$ cat config.mk
export PLATFORM = sky130hd
export DESIGN_NAME = ssd_driver
export DESIGN_NICKNAME = d
export VERILOG_FILES = /design/src/rtl/ssd_driver.sv
export SDC_FILE = /design/constraint.sdc
export NUM_CORES = 1
export LEC_CHECK = 0
export CORE_UTILIZATION = 53
export CTS_BUF_LIST = sky130_fd_sc_hd__clkbuf_8
export DETAILED_ROUTE_END_ITERATION = 10
export GPL_TIMING_DRIVEN = 0
export HOLD_SLACK_MARGIN = 0.08
export MAX_ROUTING_LAYER = met4
export PLACE_DENSITY = 0.8
export RECOVER_POWER = 50
export SLEW_MARGIN = 0
export SYNTH_ARGS = -nofsm -noshare
export SYNTH_HDL_FRONTEND = slang
export SYNTH_SLANG_ARGS = --single-unit
export TNS_END_PERCENT = 5
$ cat constraint.sdc
create_clock -name clk -period 3.1 [get_ports clk]
set_input_delay 0.31 -clock clk [delete_from_list [all_inputs] [get_ports clk]]
set_output_delay 0.31 -clock clk [all_outputs]
set_load 0.01 [all_outputs]
$ cat src/rtl/ssd_driver.sv
// rtl/ssd_driver.sv - 4-digit multiplexed common-anode seven-segment driver with anti-ghost blanking
// Optional leading-zero suppression in char mode: define SSD_LEADING_ZERO_BLANK_EN.
module ssd_driver #(
    parameter int SCAN_DIV     = 50000,
    parameter int BLANK_CYCLES = 1000
) (
    input  logic        clk,
    input  logic        rst_n,
    input  logic [31:0] ssd_bits,
    input  logic        ssd_char_mode,
    output logic [7:0]  seg,
    output logic [3:0]  an
);

    localparam int          PW       = $clog2(SCAN_DIV);
    localparam logic [PW-1:0] PRE_LAST = PW'(SCAN_DIV - 1);

    logic [PW-1:0] presc;
    logic [1:0]    digit;
    logic          in_blank;
    logic          suppress;
    logic [7:0]    cur_byte;
    logic [7:0]    seg_d;
    logic [3:0]    an_d;

    // Active-low glyph for a hex nibble, bit order g..a.
    function automatic logic [6:0] hex_glyph(input logic [3:0] h);
        logic [6:0] g;
        case (h)
            4'h0: g = 7'h40;
            4'h1: g = 7'h79;
            4'h2: g = 7'h24;
            4'h3: g = 7'h30;
            4'h4: g = 7'h19;
            4'h5: g = 7'h12;
            4'h6: g = 7'h02;
            4'h7: g = 7'h78;
            4'h8: g = 7'h00;
            4'h9: g = 7'h10;
            4'hA: g = 7'h08;
            4'hB: g = 7'h03;
            4'hC: g = 7'h46;
            4'hD: g = 7'h21;
            4'hE: g = 7'h06;
            default: g = 7'h0E;
        endcase
        return g;
    endfunction

    function automatic logic [6:0] char_glyph(input logic [6:0] c);
        logic [6:0] g;
        g = 7'h7F;
        if (c[6:4] == 3'b000) begin
            g = hex_glyph(c[3:0]);
        end else if (c >= 7'h30 && c <= 7'h39) begin
            g = hex_glyph(c[3:0]);
        end else if ((c >= 7'h41 && c <= 7'h46) || (c >= 7'h61 && c <= 7'h66)) begin
            g = hex_glyph(c[3:0] + 4'd9);
        end else if (c == 7'h2D) begin
            g = 7'h3F;
        end else if (c == 7'h5F) begin
            g = 7'h77;
        end
        return g;
    endfunction

    generate
        if (BLANK_CYCLES > 0) begin : g_blank
            localparam logic [PW-1:0] BLANK_P = PW'(BLANK_CYCLES);
            assign in_blank = (presc < BLANK_P);
        end else begin : g_noblank
            assign in_blank = 1'b0;
        end
    endgenerate

    assign cur_byte = ssd_bits[{digit, 3'b000} +: 8];

`ifdef SSD_LEADING_ZERO_BLANK_EN
    logic [3:0] byte_zero;
    logic [3:0] lead_zero;

    always_comb begin
        for (int i = 0; i < 4; i++) begin
            byte_zero[i] = (ssd_bits[i*8 +: 8] == 8'h00);
        end
        // Digit 0 is never suppressed, so a lone zero still shows.
        lead_zero[3] = byte_zero[3];
        lead_zero[2] = lead_zero[3] & byte_zero[2];
        lead_zero[1] = lead_zero[2] & byte_zero[1];
        lead_zero[0] = 1'b0;
    end

    assign suppress = ssd_char_mode & lead_zero[digit];
`else
    assign suppress = 1'b0;
`endif

    always_comb begin
        an_d  = 4'hF;
        seg_d = 8'hFF;
        if (!in_blank) begin
            an_d = ~(4'b0001 << digit);
            if (suppress) begin
                seg_d = 8'hFF;
            end else if (ssd_char_mode) begin
                seg_d = {~cur_byte[7], char_glyph(cur_byte[6:0])};
            end else begin
                seg_d = cur_byte;
            end
        end
    end

    always_ff @(posedge clk or negedge rst_n) begin
        if (!rst_n) begin
            presc <= '0;
            digit <= 2'd0;
            an    <= 4'hF;
            seg   <= 8'hFF;
        end else begin
            if (presc == PRE_LAST) begin
                presc <= '0;
                digit <= digit + 2'd1;
            end else begin
                presc <= presc + 1'b1;
            end
            an  <= an_d;
            seg <= seg_d;
        end
    end

endmodule

---- Word-level counts from Yosys, hierarchy flattened ----
Memory sizes are Yosys's and may differ from the RTL's.
Index checks and enable logic that the tools add are counted.
storage, ports and cells
  bits in registers ....................... 30
  memory bits (read-only) ................. 336
  input port bits ......................... 35
  output and inout port bits .............. 12
  logic and storage cells ................. 38
  memories ................................ 3
memory list
  name             words  bits a word  read ports  clocked after memory_dff  wr ports  RTL line  RTL
  (no name shown)  16     7            1           0                         0         29        case (h)
  (no name shown)  16     7            1           0                         0         29
  (no name shown)  16     7            1           0                         0         29
cells by class
  $add $sub $neg .......................... 3
  order comparisons ....................... 7
  eq/ne operators ......................... 3
  shift operators ......................... 2
  muxes and demuxes ....................... 9
  bitwise logic cells ..................... 2
  reduce and logical (&&, ||, !) cells .... 5
operator list
  kind                                                               number
  variable part select 32 x 6 -> 8 bit                               1
  two-way mux 7 bit                                                  4
  adder 16 x 1 -> 16 bit, second input constant                      1
  equality test 16 bit, second input constant                        1
  < comparator 16 x 10 -> 1 bit, second input constant               1
  two-way mux 16 bit                                                 1
  two-way mux 8 bit                                                  2
  greater-or-equal comparator 7 bit, second input constant           2
  less-or-equal comparator 7 bit, second input constant              2
  two-way mux 4 bit                                                  2
  equality test 7 x 6 -> 1 bit, second input constant                1
  equality test 7 bit, second input constant                         1
  greater-or-equal comparator 7 x 6 -> 1 bit, second input constant  1
  less-or-equal comparator 7 x 6 -> 1 bit, second input constant     1
  adder 4 bit, second input constant                                 1
  NOT 4 bit                                                          1
  << shifter 1 x 2 -> 4 bit, first input constant                    1
  logical AND 1 bit                                                  3
  logical NOT 3 bit                                                  1
  adder 2 x 1 -> 2 bit, second input constant                        1
  logical OR 1 bit                                                   1
  NOT 1 bit                                                          1

---- Logic depth before layout (Yosys ltp) ----
Gate-level depths: netlist of run 1.
  depth in word-level cells ............... 9
  depth in mapped cells ................... 10
  depth with buffers taken out ............ 8

---- Worst setup path after synthesis of run 1 ----
OpenSTA, ideal clock, no wires.
  path kind ............................... reg2reg
  start ................................... register digit[0]
  end ..................................... register seg[0]
  setup time .............................. 0.093 ns
  arrival ................................. 2.604 ns
  setup slack ............................. 0.403 ns
  stages on the path, launching flop included .. 9
  buffers on the path ..................... 2
  period minus slack after synthesis ...... 2.697 ns
  path through ............................ dfrtp_1 buf_6 mux4_1 clkbuf_8 ha_1 ha_1 xnor3_1 a211oi_1 a21oi_1
between the ends
  longest elaborated chain between the ends .. 9
RTL lines
  what                                                                              RTL line  RTL
  start: declaration                                                                19        logic [1:0] digit;
  start signal: assignment                                                          122       digit <= digit + 2'd1;
  variable part select 32 x 6 -> 8 bit (*)                                          76        assign cur_byte = ssd_bits[{digit, 3'b000} +: 8];
  parallel branches: the longest is 6 deep, another holds memory read (16 x 7 bit)  -
  two-way mux 8 bit (*)                                                             105       end else if (ssd_char_mode) begin
  two-way mux 8 bit (*)                                                             101       if (!in_blank) begin
  net seg_d[0]                                                                      23        logic [7:0] seg_d;
  end signal: assignment                                                            127       seg <= seg_d;
  end: declaration                                                                  11        output logic [7:0] seg,
Mark *: on every way through the listed nets, which the timed path passes.
A chain may end at the register's enable or synchronous reset.

---- Worst setup path in the final report of run 1 ----
Same ends and word-level chain as after synthesis.

==> results of run 1 <==
## sequential cells by signal, summed over array words and instances, names as in the netlist
signal and cells:
presc 16, an 4, seg 8, digit 2
## per-layer routing
layer  routed length (um)  GRT usage, %  share of wire (%)
met1                 2110          31.8                 45
met3                  301          7.88                6.4
met5                    0             -                  0
met2                 2250          36.2                 48
met4                   18          5.32               0.38
## cell type report
| type | count | share of cell area, % |
|---|---|---|
| plain buffers | 11 | 4.07 |
| well taps | 50 | 2.21 |
| multi-input cells | 163 | 46.6 |
| flip-flops and latches | 30 | 27.1 |
| clock inverters | 3 | 0.398 |
| repair buffers | 45 | 15.7 |
| clock buffers | 5 | 2.43 |
| inverters | 12 | 1.59 |
## per-stage QoR
step	instances	util, %
3_3_place_gp	311	68.3
6_report	319	70.2
5_1_grt	319	70.2
2_1_floorplan	216	-
3_5_place_dp	311	68.3
4_1_cts	319	70.3
## power groups by stage
stage / sequential, uW / clock (uW) / combinational (uW)
after floorplan: 399 / 0 / 87.5
after global placement: 399 / 0 / 150
after detailed placement: 399 / 0 / 152
after CTS: 393 / 290 / 153
after global routing: 392 / 315 / 167
final: 393 / 282 / 153
## worst paths after layout
| path | from | slack (ns) | to |
|---|---|---|---|
| max | digit[0]$_DFFE_PN0N_ | 0.18 | seg[0]$_DFF_PN1_ |
| min | ssd_char_mode | 0.29 | seg[4]$_DFF_PN1_ |
| max reg2reg | digit[0]$_DFFE_PN0N_ | 0.18 | seg[0]$_DFF_PN1_ |
| min reg2reg | presc[0]$_DFF_PN0_ | 0.49 | presc[0]$_DFF_PN0_ |
| max in group asynchronous | rst_n | 1.85 | presc[0]$_DFF_PN0_ |
| min in group asynchronous | rst_n | 0.37 | presc[13]$_DFF_PN0_ |
## cell families (layout without fill, tap and decap cells)
group	Yosys count	in the layout
and+or+nand+nor	83	83
AOI/OAI and AO/OA	39	39
DFF	30	30
buffers and inverters	23	76
xor gates and xnor gates	17	17
adders and majority gates	12	12
muxes	12	12
## layout by cell type (no fill, tap or decap), drive strengths merged, types with 4 or more instances in the layout
| cell type | count |
|---|---|
| mux4 | 8 |
| clkdlybuf4s50 | 44 |
| dfrtp | 18 |
| ha | 12 |
| nand3 | 12 |
| o21ai | 10 |
| clkbuf | 13 |
| nor3 | 7 |
| buf | 4 |
| a21oi | 7 |
| nand2 | 18 |
| inv | 15 |
| dfstp | 12 |
| nor2 | 20 |
| mux2i | 4 |
| xnor2 | 8 |
| xor2 | 8 |
## timing repair
item	CTS	global route
endpoints found under the setup margin	0	3
hold endpoints to repair	0	0
hold buffers	0	0
gates resized for setup	0	2
## critical path, stage by stage (launching register included)
cell and delay (ns):
dfrtp_1 0.39, buf_6 0.18, mux4_1 0.62, clkbuf_8 0.20, ha_1 0.29, ha_2 0.45, xnor3_1 0.41, a211oi_1 0.23
a21oi_1 0.06
==> flow_summary.json, run 1 <==
{
  "status": "complete, but fails checks",
  "violations": "max-capacitance violations",
  "min_period_over_period_pct": 94.4,
  "dp_hpwl_mm": 3.53,
  "seqCellArea_sq_um": 766,
  "ys.flop_type": "dfrtp_1",
  "die_area_sq_um": 4490,
  "synth_most_common_cell": "nor2_1",
  "numCtsBuffers": 5,
  "syn_to_final_growth_pct": 26.4,
  "ant_nets": 0,
  "dr.pass1.iters": 4,
  "fmax_ghz": 0.342,
  "cts.htree.levels": 2,
  "cp_data_required_time_ns": 3.29,
  "synth_warnings": 0,
  "num_vias": 1848,
  "synth-xor-area-share_pct": 7.27,
  "ys_top_cells_by_count": "nor2_1 (20), dfrtp_1 (18), nand2_1 (18)",
  "avgSynthCellArea_sq_um": 10.4,
  "ys_seq_area_share_pct": 34.2,
  "die_w_um": 67.0,
  "setup_ws_ns": 0.175,
  "synth_edf_count": 0,
  "antenna_found_initial": 0,
  "tns_ns": 0,
  "root_buffer": "clkbuf_8",
  "arrival_ns": 3.11,
  "synth_top_area_share_pct": 20.1,
  "core_sq_um": 4030,
  "max-cap-violations": 1,
  "min_path_type": "primary input to flip-flop",
  "intPower_uw": 625,
  "final_net_count": 315,
  "p_leak_uw": 0.00116,
  "grt_pass1_vias": 1723,
  "setup_viol": 0,
  "multiInputGateArea_sq_um": 1320,
  "track_usage_pct": 24.2,
  "netlist_area_sq_um": 2240,
  "pin_count": 47,
  "dpl_cell_area_sq_um": 2750,
  "finalHoldViolCount": 0,
  "start_util_pct": 55.6,
  "synth-simple-area-share_pct": 21.5,
  "fin_skew_ns": 0.00544,
  "ys_types": 53,
  "yosys.area.top_type": "dfrtp_1",
  "gp_congestion": 0.930,
  "overflow": 0,
  "synth_fa_ha_area_share_pct": 6.71,
  "powerDensity_nw_per_um2": 292,
  "grt_pass1_wl_mm": 7.91,
  "vdd_ir_drop_max_mv": 0.241,
  "drc": 0,
  "p_comb_share_pct": 18.5,
  "switching_share_pct": 24.5,
  "synth_top_family_by_area": "simple AND/OR/NAND/NOR gates",
  "clk_pin_slew_ns": 0.06,
  "routedWlPerCell_um": 14.7,
  "wirelength_mm": 4.69,
  "post-place-ws_ns": 0.0520,
  "synth_cells": 216,
  "antenna_cells": 0,
  "holdWs_ns": 0.293,
  "clock-sinks": 30,
  "post_cts_buffers": 0,
  "switchingPower_uw": 203,
  "fin_total_pwr_uw": 828,
  "synth_compound_area_share_pct": 12.7,
  "dieHeight_um": 67.0,
  "cts_tree": "yes",
  "layout-drive-gt1-share_pct": 16.0,
  "placementRows": 23,
  "initialDrtViolationCount": 124,
  "slew_viol_final": 0,
  "clk_latency_ns": 0.28,
  "worst_slew_pin_slew_ns": 1.49,
  "slew_headroom_pct": 0.690,
  "fin_crit_ns": 2.92,
  "seqPwrFrac_pct": 47.4,
  "crit_path_start_kind": "flip-flop",
  "fillCellCount": 335,
  "clockBufferDepth": 2,
  "r2r_cells": 8,
  "rsz0062_at_grt": "false",
  "synth_area_leaders": "dfrtp_1 (20%), dfstp_2 (14%), ha_1 (6.7%)",
  "vias_per_cell": 5.79,
  "worst-path-max-fanout": 12,
  "muxShareOfSynthArea_pct": 10.5,
  "critical_path_class": "flip-flop to flip-flop",
  "hold_path_depth": 2,
  "synthArstFlopShare_pct": 100,
  "portBuffers": 45,
  "grt_max_degree": 31,
  "clockPowerShare_pct": 34.1,
  "setup.worst_path.end_class": "flip-flop",
  "synth_seq_cells": 30,
  "synth.net_count": 263,
  "design_area_sq_um": 2830
}
Power figures use the tool's default switching activity.
==> run 2: changes to the inputs <==
- CORE_MARGIN: default -> 2
==> flow_summary.json, run 2 (synthesis gave the netlist of run 1 again) <==
{
  "status": "complete, but fails checks",
  "violations": "max-capacitance violations, max-slew violations",
  "worst-path-max-fanout": 12,
  "die_w_um": 69.0,
  "dpl.cell_count": 311,
  "crit_buf_inv": 2,
  "clk_latency_ns": 0.29,
  "largest_register_ffs": 16,
  "cp_data_required_time_ns": 3.29,
  "slew_headroom_pct": -2.33,
  "antenna_cells": 0,
  "placementRows": 23,
  "core_sq_um": 4030,
  "clk_pin_slew_ns": 0.07,
  "reg.largest.list": "presc (16), seg (8), an (4)",
  "dr.pass1.iters": 4,
  "fmax_ghz": 0.339,
  "crit_family": "adder cells",
  "start_util_pct": 55.6,
  "dp_hpwl_mm": 3.66,
  "r2r_start": "digit[0]$_DFFE_PN0N_",
  "grt_pass1_wl_mm": 7.96,
  "pin_count": 47,
  "cts.htree.levels": 2,
  "syn_to_final_growth_pct": 28.2,
  "grt_pass1_vias": 1721,
  "rsz0062_at_grt": "false",
  "slew_viol_final": 31,
  "worst_slew_pin_slew_ns": 1.53,
  "routedWlPerCell_um": 14.9,
  "critical_path.max_stage_delay_ns": 0.61,
  "crit_path_start_kind": "flip-flop",
  "overflow": 0,
  "tns_ns": 0,
  "track_usage_pct": 23.7,
  "numCtsBuffers": 5,
  "die_area_sq_um": 4760,
  "grt_max_degree": 31,
  "final_net_count": 316,
  "dieHeight_um": 69.0,
  "finalHoldViolCount": 0,
  "top_register": "presc",
  "wirelength_mm": 4.76,
  "cts_tree": "yes",
  "num_vias": 1874,
  "gp_congestion": 0.905,
  "critical_path_class": "flip-flop to flip-flop",
  "min_period_over_period_pct": 95.1,
  "min_path_type": "primary input to flip-flop",
  "design_area_sq_um": 2870,
  "ant_nets": 0,
  "startpoint": "digit[0]$_DFFE_PN0N_",
  "stdcell_count": 320,
  "crit_chain": "buf_6 -> mux4_1 -> clkbuf_8 -> ha_1 -> ha_2 -> xnor3_1 -> a211oi_1 -> a21oi_1",
  "post_cts_buffers": 0,
  "max-cap-violations": 1,
  "clockBufferDepth": 2,
  "worstHoldStart": "ssd_char_mode",
  "layout-drive-gt1-share_pct": 17.0,
  "fin_crit_ns": 2.95,
  "portBuffers": 45,
  "drc": 0,
  "layout_commonest_cell": "clkdlybuf4s50_1",
  "initialDrtViolationCount": 145,
  "root_buffer": "clkbuf_8",
  "arrival_ns": 3.14,
  "powerDensity_nw_per_um2": 326,
  "slowest_stage": "mux4_1",
  "holdWs_ns": 0.296,
  "most-common-layout-cells": "clkdlybuf4s50_1 (44), nor2_1 (20), nand2_1 (18), dfrtp_1 (18)",
  "clock-sinks": 30,
  "setup.worst_path.end_class": "flip-flop",
  "p_leak_uw": 0.00117,
  "vias_per_cell": 5.86,
  "fin_skew_ns": 0.00952,
  "vdd_ir_drop_max_mv": 0.228,
  "dpl_cell_area_sq_um": 2750,
  "antenna_found_initial": 0,
  "setup_viol": 0
}
==> run 2: cell types whose count changed in the layout (fill, tap and decap cells not counted) <==
cell           change
dlygate4sd3_1      +1
inv_1              -3
bufinv_16          +1
clkinv_2           +2
==> run 2: report_power, final <==
part	internal (uW)	switching (uW)
Combinational	84.5	69.4
Clock	236	153
Sequential	392	0
Total	713	222
==> run 2: area by class of cell <==
| cell class | instances | area [sq um] |
|---|---|---|
| inverters | 12 | 45.0 |
| repair buffers | 46 | 454 |
| well taps | 50 | 62.6 |
| clock inverters | 3 | 40.0 |
| clock buffers | 5 | 68.8 |
| flip-flops and latches | 30 | 766 |
| multi-input cells | 163 | 1320 |
| fillers | 327 | 1160 |
| plain buffers | 11 | 115 |
==> run 2: layer usage <==
metal	global-route usage, %	part of all wire, %	up-vias	routed length [um]
met4	6.62	0.69	0	33
met2	36.9	48	71	2290
li1	-	-	901	-
met5	-	0	-	0
met1	29.1	43	898	2070
met3	8.44	7.7	4	367
==> run 2: path summary, 6_finish.rpt <==
check	end	slack, ns	cells past startpoint
setup reg to reg	seg[0]$_DFF_PN1_	0.15	8
hold / removal	seg[4]$_DFF_PN1_	0.30	2
max in group asynchronous	presc[14]$_DFF_PN0_	1.27	2
min in group asynchronous	presc[5]$_DFF_PN0_	0.93	2
setup / recovery	seg[0]$_DFF_PN1_	0.15	8
hold reg to reg	presc[0]$_DFF_PN0_	0.49	1
==> run 2: timing repair <==
item	4_1_cts	5_1_grt
setup endpoints to repair	0	4
hold buffers	0	1
endpoints found under the hold margin	0	16
gates resized for setup	0	2
==> run 2: per-stage QoR <==
| stage | utilization [%] | total power, uW | setup WS (ns) |
|---|---|---|---|
| 2_1_floorplan | - | 487 | 0.403 |
| 3_3_place_gp | 68.3 | 549 | 0.0433 |
| 3_5_place_dp | 68.3 | 552 | -0.0143 |
| 4_1_cts | 71.0 | 946 | 0.0947 |
| 5_1_grt | 71.2 | 977 | 0.0117 |
| 6_report | 71.2 | 935 | 0.153 |
==> run 3: changes to the inputs <==
- SKIP_LAST_GASP: default -> 1
==> flow_summary.json, run 3 (synthesis gave the netlist of run 1 again) <==
{
  "die_w_um": 69.0,
  "final_net_count": 316,
  "top_register": "presc",
  "track_usage_pct": 23.7,
  "clockBufferDepth": 2,
  "max-cap-violations": 1,
  "intPower_uw": 713,
  "grt_pass1_vias": 1721,
  "fmax_ghz": 0.333,
  "slowest_stage": "mux4_1",
  "gp_congestion": 0.905,
  "rsz0062_at_grt": "true",
  "wirelength_mm": 4.79,
  "most-common-layout-cells": "clkdlybuf4s50_1 (44), nor2_1 (20), nand2_1 (18), dfrtp_1 (18)",
  "min_period_over_period_pct": 96.7,
  "die_area_sq_um": 4760,
  "largest_register_ffs": 16,
  "clk_pin_slew_ns": 0.07,
  "switchingPower_uw": 223,
  "slew_viol_final": 31,
  "slew_headroom_pct": -2.60,
  "clockPowerShare_pct": 41.6,
  "crit_path_start_kind": "flip-flop",
  "cts.htree.levels": 2,
  "fin_crit_ns": 3.00,
  "dr.pass1.iters": 4,
  "portBuffers": 45,
  "vias_per_cell": 5.87,
  "drc": 0,
  "post_cts_buffers": 0,
  "setup_ws_ns": 0.101,
  "powerDensity_nw_per_um2": 326,
  "status": "complete, but fails checks",
  "post-place-ws_ns": -0.0143,
  "finish.utilization_pct": 71.1,
  "start_util_pct": 55.6,
  "dpl.cell_count": 311,
  "holdWs_ns": 0.293,
  "setup_viol": 0,
  "worst-path-max-fanout": 12,
  "critical_path.max_stage_delay_ns": 0.61,
  "crit_chain": "buf_6 -> mux4_1 -> clkbuf_8 -> ha_1 -> ha_1 -> xnor3_1 -> a211oi_1 -> a21oi_1",
  "violations": "max-capacitance violations, max-slew violations",
  "finalHoldViolCount": 0,
  "reg.largest.list": "presc (16), seg (8), an (4)",
  "num_vias": 1878,
  "arrival_ns": 3.19,
  "initialDrtViolationCount": 152,
  "layout_commonest_cell": "clkdlybuf4s50_1",
  "grt_pass1_wl_mm": 7.96,
  "switching_share_pct": 23.8,
  "design_area_sq_um": 2870,
  "crit_top_cell": "ha_1",
  "vdd_ir_drop_max_mv": 0.228,
  "stdcell_count": 320,
  "p_leak_uw": 0.00118,
  "core_sq_um": 4030,
  "antenna_cells": 0,
  "p_comb_share_pct": 16.5,
  "numCtsBuffers": 5,
  "fin_skew_ns": 0.00971,
  "cts_tree": "yes",
  "dieHeight_um": 69.0,
  "overflow": 0,
  "root_buffer": "clkbuf_8",
  "clock-sinks": 30,
  "setup.worst_path.end_class": "flip-flop",
  "layout-drive-gt1-share_pct": 16.7,
  "seqPwrFrac_pct": 41.9,
  "clk_latency_ns": 0.29,
  "dpl_cell_area_sq_um": 2750,
  "min_path_type": "primary input to flip-flop",
  "placementRows": 23,
  "ant_nets": 0,
  "syn_to_final_growth_pct": 28.1,
  "worst_slew_pin_slew_ns": 1.54,
  "pin_count": 47,
  "critical_path_class": "flip-flop to flip-flop",
  "grt_max_degree": 31,
  "cp_data_required_time_ns": 3.29,
  "dp_hpwl_mm": 3.66,
  "routedWlPerCell_um": 15.0,
  "antenna_found_initial": 0
}
run 3: cell types whose count changed in the layout (fill, tap and decap cells not counted):
cell | previous run | this run
ha_2 | 2 | 1
ha_1 | 10 | 11
run 3: worst max-delay path: cells and delay by family (launching register included):
| kind | cells | cell delay (ns) |
|---|---|---|
| AO/OA/AOI/OAI | 2 | 0.29 |
| XOR/XNOR | 1 | 0.46 |
| adder cells (fa/ha/maj) | 2 | 0.76 |
| buffers and inverters | 2 | 0.37 |
| flip-flops | 1 | 0.39 |
| multiplexers | 1 | 0.61 |
run 3: area by class of cell:
type | instances | area (sq um)
plain buffers | 11 | 115
clock buffers | 5 | 68.8
clock inverters | 3 | 40.0
fillers | 328 | 1160
inverters | 12 | 45.0
multi-input cells | 163 | 1320
flip-flops and latches | 30 | 766
well taps | 50 | 62.6
repair buffers | 46 | 454
run 3: routing by layer:
metal  vias up  track usage [%]  wire length (um)
li1        900                -                 -
met1       901             29.1              2110
met2        73             36.9              2270
met3         4             8.44               368
met4         0             6.62                48
met5         -                -                 0
run 3: metrics by stage:
stage / TNS [ns] / power, uW
6_report: 0 / 935
5_1_grt: -0.0483 / 976
4_1_cts: 0 / 946
3_5_place_dp: -0.0143 / 552
3_3_place_gp: 0 / 549
2_1_floorplan: 0 / 487
run 3: what timing repair did:
action / 4_1_cts / 5_1_grt
hold buffers: 0 / 1
endpoints found under the setup margin: 0 / 4
resized for setup: 0 / 1
endpoints found under the hold margin: 0 / 16
run 3: path summary, 6_finish.rpt:
path | from | end | slack (ns) | depth (start not counted)
worst max-delay path | digit[0]$_DFFE_PN0N_ | seg[0]$_DFF_PN1_ | 0.10 | 8
worst min-delay path | ssd_char_mode | seg[4]$_DFF_PN1_ | 0.29 | 2
worst max register to register | digit[0]$_DFFE_PN0N_ | seg[0]$_DFF_PN1_ | 0.10 | 8
worst min register to register | presc[0]$_DFF_PN0_ | presc[0]$_DFF_PN0_ | 0.49 | 1
max in group asynchronous | rst_n | presc[14]$_DFF_PN0_ | 1.27 | 2
min in group asynchronous | rst_n | presc[5]$_DFF_PN0_ | 0.93 | 2
run 3: power groups by stage:
stage	Combinational, uW	Clock (uW)	Sequential, uW
floorplan	87.5	0	399
global placement	150	0	399
detailed placement	153	0	399
CTS	153	400	392
global route	167	417	392
finish	154	389	392
